--- src/rtl/cpu_pkg.sv ---
// Shared constants and types for the CPU data-memory responder.
// Firmware tests and the core bench use the same I/O offsets.
package cpu_pkg;

    localparam logic [7:0] IO_BASE_DEFAULT = 8'hF0;

    localparam logic [7:0] IO_GPIO_OUT = 8'd0;
    localparam logic [7:0] IO_GPIO_IN  = 8'd1;
    localparam logic [7:0] IO_TCNT     = 8'd2;
    localparam logic [7:0] IO_TPRE     = 8'd3;
    localparam logic [7:0] IO_TSTAT    = 8'd4;

    typedef enum logic [1:0] {
        TSEL_TCNT,
        TSEL_TPRE,
        TSEL_TSTAT,
        TSEL_NONE
    } timerSel_e;

    typedef struct packed {
        logic       en;
        timerSel_e  sel;
        logic [7:0] data;
    } timerWr_t;

    typedef struct packed {
        logic [7:0] tcnt;
        logic [7:0] tpre;
        logic       ovf;
    } timerRd_t;

endpackage

--- src/rtl/io_timer.sv ---
// Prescaled 8-bit timer with a sticky overflow flag.
// TCNT advances once every TPRE+1 cycles; the prescale counter is 8 bits and wraps naturally.
module io_timer
    import cpu_pkg::*;
(
    input  logic     _iClk,
    input  logic     _iReset_n,
    input  timerWr_t timerWr,
    output timerRd_t timerRd
);

    logic [7:0] tcnt, tpre, pc;
    logic       ovf;
    logic       tick, tcntWr, tpreWr, ovfClr, wrap;

    assign tick   = (pc == tpre);
    assign tcntWr = timerWr.en && (timerWr.sel == TSEL_TCNT);
    assign tpreWr = timerWr.en && (timerWr.sel == TSEL_TPRE);
    assign ovfClr = timerWr.en && (timerWr.sel == TSEL_TSTAT) && timerWr.data[0];
    // A TCNT load pre-empts the increment, so it can never raise OVF.
    assign wrap   = tick && (tcnt == 8'hFF) && !tcntWr;

    always_ff @(posedge _iClk or negedge _iReset_n) begin
        if (!_iReset_n) begin
            tcnt <= '0;
            tpre <= '0;
            pc   <= '0;
            ovf  <= 1'b0;
        end else begin
            if (tcntWr) begin
                tcnt <= timerWr.data;
                pc   <= '0;
            end else if (tick) begin
                tcnt <= tcnt + 8'd1;
                pc   <= '0;
            end else begin
                pc   <= pc + 8'd1;
            end
            if (tpreWr)
                tpre <= timerWr.data;
            // Set beats a coincident clear.
            ovf <= wrap | (ovf & ~ovfClr);
        end
    end

    assign timerRd.tcnt = tcnt;
    assign timerRd.tpre = tpre;
    assign timerRd.ovf  = ovf;

endmodule

--- src/rtl/data_mem_responder.sv ---
// Data-memory responder for the micro core: RAM below IO_BASE, GPIO and timer above it.
// Reads are combinational so the core can sample them one edge after driving the address.
module data_mem_responder
    import cpu_pkg::*;
#(
    parameter logic [7:0] IO_BASE     = IO_BASE_DEFAULT,
    parameter int         SYNC_STAGES = 2
) (
    input  logic       _iClk,
    input  logic       _iReset_n,
    input  logic [7:0] _iDataMemAddr,
    input  logic [7:0] _iDataMemWData,
    input  logic       _iDataMemWrite,
    output logic [7:0] _oDataMemRData,
    input  logic [7:0] _iGpio,
    output logic [7:0] _oGpio,
    output logic       _oTimerOvf
);

    logic [7:0]                   ram [IO_BASE];
    logic [SYNC_STAGES-1:0][7:0]  syncQ;
    logic [7:0]                   gpioOut;
    logic [7:0]                   ioOff;
    logic                         isRam;
    timerWr_t                     timerWr;
    timerRd_t                     timerRd;

    assign isRam = (_iDataMemAddr < IO_BASE);
    assign ioOff = _iDataMemAddr - IO_BASE;

    // RAM has no reset; contents survive an I/O reset.
    always_ff @(posedge _iClk) begin
        if (_iDataMemWrite && isRam)
            ram[_iDataMemAddr] <= _iDataMemWData;
    end

    always_ff @(posedge _iClk or negedge _iReset_n) begin
        if (!_iReset_n) begin
            syncQ   <= '0;
            gpioOut <= '0;
        end else begin
            syncQ <= {syncQ[SYNC_STAGES-2:0], _iGpio};
            if (_iDataMemWrite && !isRam && (ioOff == IO_GPIO_OUT))
                gpioOut <= _iDataMemWData;
        end
    end

    always_comb begin
        timerWr.en   = 1'b0;
        timerWr.sel  = TSEL_NONE;
        timerWr.data = _iDataMemWData;
        if (_iDataMemWrite && !isRam) begin
            case (ioOff)
                IO_TCNT:  begin timerWr.en = 1'b1; timerWr.sel = TSEL_TCNT;  end
                IO_TPRE:  begin timerWr.en = 1'b1; timerWr.sel = TSEL_TPRE;  end
                IO_TSTAT: begin timerWr.en = 1'b1; timerWr.sel = TSEL_TSTAT; end
                default:  ;
            endcase
        end
    end

    io_timer uTimer (
        ._iClk     (_iClk),
        ._iReset_n (_iReset_n),
        .timerWr   (timerWr),
        .timerRd   (timerRd)
    );

    always_comb begin
        _oDataMemRData = 8'h00;
        if (isRam) begin
            _oDataMemRData = ram[_iDataMemAddr];
        end else begin
            case (ioOff)
                IO_GPIO_OUT: _oDataMemRData = gpioOut;
                IO_GPIO_IN:  _oDataMemRData = syncQ[SYNC_STAGES-1];
                IO_TCNT:     _oDataMemRData = timerRd.tcnt;
                IO_TPRE:     _oDataMemRData = timerRd.tpre;
                IO_TSTAT:    _oDataMemRData = {7'b0, timerRd.ovf};
                default:     _oDataMemRData = 8'h00;
            endcase
        end
    end

    assign _oGpio     = gpioOut;
    assign _oTimerOvf = timerRd.ovf;

endmodule

--- config.mk ---
export PLATFORM = sky130hd
export DESIGN_NAME = data_mem_responder
export DESIGN_NICKNAME = d
export VERILOG_FILES = /design/src/rtl/cpu_pkg.sv /design/src/rtl/io_timer.sv /design/src/rtl/data_mem_responder.sv
export SDC_FILE = /design/constraint.sdc
export NUM_CORES = 2
export LEC_CHECK = 0
export BUFFER_PORTS_ARGS = -buffer_cell sky130_fd_sc_hd__clkbuf_2
export CAP_MARGIN = 20
export CORE_UTILIZATION = 60
export CTS_BUF_LIST = sky130_fd_sc_hd__clkbuf_16
export DETAILED_ROUTE_END_ITERATION = 8
export GPL_TIMING_DRIVEN = 0
export HOLD_SLACK_MARGIN = 0.03
export PLACE_DENSITY_LB_ADDON = 0.08
export SYNTH_ARGS = -nofsm -noshare
export SYNTH_HDL_FRONTEND = slang
export SYNTH_SLANG_ARGS = --single-unit
export TNS_END_PERCENT = 1
--- constraint.sdc ---
create_clock -name _iClk -period 3.5 [get_ports _iClk]
set_input_delay 0.525 -clock _iClk [delete_from_list [all_inputs] [get_ports _iClk]]
set_output_delay 0.525 -clock _iClk [all_outputs]
set_load 0.01 [all_outputs]
==> flow_metrics.tcl <==
set metrics [dict create \
    outcome "finished with violations" \
    violations "setup timing" \
    start_kind "input port" \
    grt_pass1_vias 41400 \
    dpl.cell_count 5457 \
    fin_total_pwr_w 0.0499 \
    synth_cell_types 71 \
    reg2reg_from "uTimer.tpre[5]$_DFFE_PN0P_" \
    syn_inst 3716 \
    clock_path_buffers 3 \
    cts_buffers 189 \
    synth_edf_count 1920 \
    max_slew.worst_pin.slew_ns 1.25 \
    layout_setup_ws_ns -0.594 \
    ir_drop_mv 0.548 \
    route.antenna.remaining_nets 0 \
    holdCritPathClass "input port to async pin" \
    route.detailed.drc 0 \
    antenna_found_initial 12 \
    synth_seq_area_share_pct 76.5 \
    r2r_setup_slack_ns 1.16 \
    cts_root_buffer "clkbuf_16" \
    clk_pin_slew_ns 0.06 \
    avgViaCountPerCell 7.31 \
    gr-total-overflow 0 \
    firstDrtPassIters 8 \
    synth_fa_ha_area_share_pct 0.0325 \
    yosys.area_share.simple_pct 3.01 \
    dp_hpwl_mm 168 \
    slew_headroom_pct 16.4 \
    synth-compound-area-share_pct 2.84 \
    async_flop_share_pct 2.49 \
    critPathArrivalTime_ns 3.57 \
    ys_ff_latch 1969 \
    rsz0062_at_grt "true" \
    cts-htree-levels 4 \
    finalSetupViolCount 1037 \
    cts_sinks 1969 \
    syn_area_sq_um 77000 \
    synth_top_family_by_area "multiplexers" \
    mostFrequentLayoutCell "edfxtp_1" \
    die_area_sq_um 130000 \
    max_clock_freq_mhz 244 \
    numPortBuffers 41 \
    wl_mm 261 \
    crit_type "input port to output port" \
    power.density_nw_per_um2 549 \
    clk_latency_ns 0.84 \
    grt_use_total_pct 40.4 \
    ioPinCount 44 \
    grt_start_max_net_pins 169 \
    fp-row-count 131 \
    design.final.nets 4192 \
    cts_tree "done" \
    r2r_end "uTimer.tcnt[7]$_DFFE_PN0P_" \
    die_width_um 360 \
    timing.final.crit_share_pct 117 \
    holdWs_ns 0.243 \
    wl_per_cell_um 43.6 \
    fp.dieH_um 360 \
    worstSetupEndpointType "output port" \
    leakage_nw 29.5 \
    initial_core_util_pct 60.4 \
    ys_warn_count 0 \
    final_cell_mix "edfxtp_1, mux4_2, clkbuf_16" \
    reg2reg_depth 7 \
    finalHoldViolCount 0 \
    period_minus_slack_ns 4.09 \
    via_count 43800 \
    synth_mux_area_share_pct 15.6 \
    synthToLayoutAreaGrowth_pct 17.9 \
    synth_xor_xnor_area_share_pct 0.239 \
    final_cells 5988 \
    grt_pass1_wl_mm 346 \
    required_ns 2.97 \
    crit_fanout 10 \
    synth_nets 3745 \
    coreArea_sq_um 128000 \
    final_layout_size_suffix_gt1_share_pct 33.7 \
    drtIter0Drc 8761 \
    clock_skew_ns 0.0124 \
    synthFlopType "edfxtp_1" \
    slew_viol_final 0 \
    synth.avg_cell_area_sq_um 20.7 \
    routabilityCongestion 1.04 \
    maxCapViolCount 0 \
]
==> timing repair <==
item                        CTS  global route
hold buffers                  9             0
hold endpoints to repair     57             0
resized for setup           593           197
setup endpoints to repair  1867          1085
buffers inserted             88            84
pin swaps                    45            39
gates cloned                  0             3
==> cell usage after synthesis, drive strengths merged (11+ instances only) <==
cell type  count  share of area, %
dfrtp         49               1.6
mux4         436                13
nor2         296               1.4
a211oi        13              0.13
a21oi         34              0.22
nor2b         11             0.089
xor2          15              0.17
a32oi         11              0.13
and3          13              0.11
nor3          16              0.10
buf          130               1.3
nand4         11             0.089
o211ai        11              0.11
nand3         47              0.31
a31oi         13              0.11
edfxtp      1920                75
clkbuf        87              0.42
mux2i        189               2.5
mux2          27              0.39
o21ai         35              0.23
o22ai         27              0.22
a22oi         96              0.94
nand2        113              0.55
==> routing by layer <==
metal  vias up  global-route usage, %  wire, um
li1      16400                      -         -
met1     22600                   54.2     87800
met2      4019                   58.4    115000
met3       760                   13.3     39500
met4        12                   23.9     18300
met5         -                      0        78
==> report_power, final <==
group | leakage (nW) | internal (W) | total [W] | switching, W
logic | 8.52 | 0.00146 | 0.00397 | 0.00251
registers | 17.9 | 0.0260 | 0.0261 | 0.000116
clock network | 3.09 | 0.0108 | 0.0198 | 0.00901
total | 29.5 | 0.0383 | 0.0499 | 0.0116
==> through the flow <==
step                      setup WS, ns  utilization [%]  cell area [sq um]  TNS (ns)
final                           -0.594             71.2              90800   -132.25
after detailed placement         -2.94             62.8              80000  -3508.09
after CTS                       -0.497             70.0              89300    -51.71
after global placement           -3.30             62.2              79300  -6333.10
after global routing            -0.537             71.2              90800    -21.99
after floorplan                  0.366                -              77000         0
==> final cells by class <==
type / count / area [sq um]
clock buffers: 190 / 4750
well taps: 1662 / 2080
clock inverters: 161 / 1220
plain buffers: 208 / 2760
multi-input cells: 1524 / 18200
fillers: 7657 / 36700
diodes: 3 / 7.51
flip-flops and latches: 1969 / 58900
repair buffers: 265 / 2900
inverters: 6 / 27.5
==> registers in the layout (all words and copies together), names as in the netlist <==
signal	flops
uTimer.pc	8
uTimer.ovf	1
uTimer.tpre	8
syncQ	16
uTimer.tcnt	8
ram	1920
_oGpio	8
==> cells by family after synthesis <==
family,after synthesis
mux,652
flops,1969
simple gates,541
buf+inv,223
compound gates,308
fa+ha+maj,2
xor+xnor,21
==> worst max path at each step <==
stage	slack, ns	endpoint	depth (start not counted)	startpoint
final	-0.59	_oDataMemRData[5]	13	_iDataMemAddr[1]
after global routing	-0.54	_oDataMemRData[5]	7	ram[190][5]$_DFFE_PP_
after CTS	-0.50	_oDataMemRData[5]	7	ram[190][5]$_DFFE_PP_
after global placement	-3.30	_oDataMemRData[0]	10	_iDataMemAddr[1]
after detailed placement	-2.94	_oDataMemRData[2]	11	_iDataMemAddr[1]
after floorplan	0.37	_oDataMemRData[3]	10	_iDataMemAddr[0]
==> critical path: stages <==
cell,delay [ns]
buf_6,0.16
buf_12,0.15
buf_4,0.11
buf_8,0.21
clkinvlp_4,0.26
clkbuf_4,0.27
buf_8,0.19
mux2i_4,0.27
o22ai_1,0.18
o32ai_4,0.38
a32oi_4,0.25
a221o_1,0.40
buf_2,0.18
Note: power is estimated with default switching activity, not from simulation.
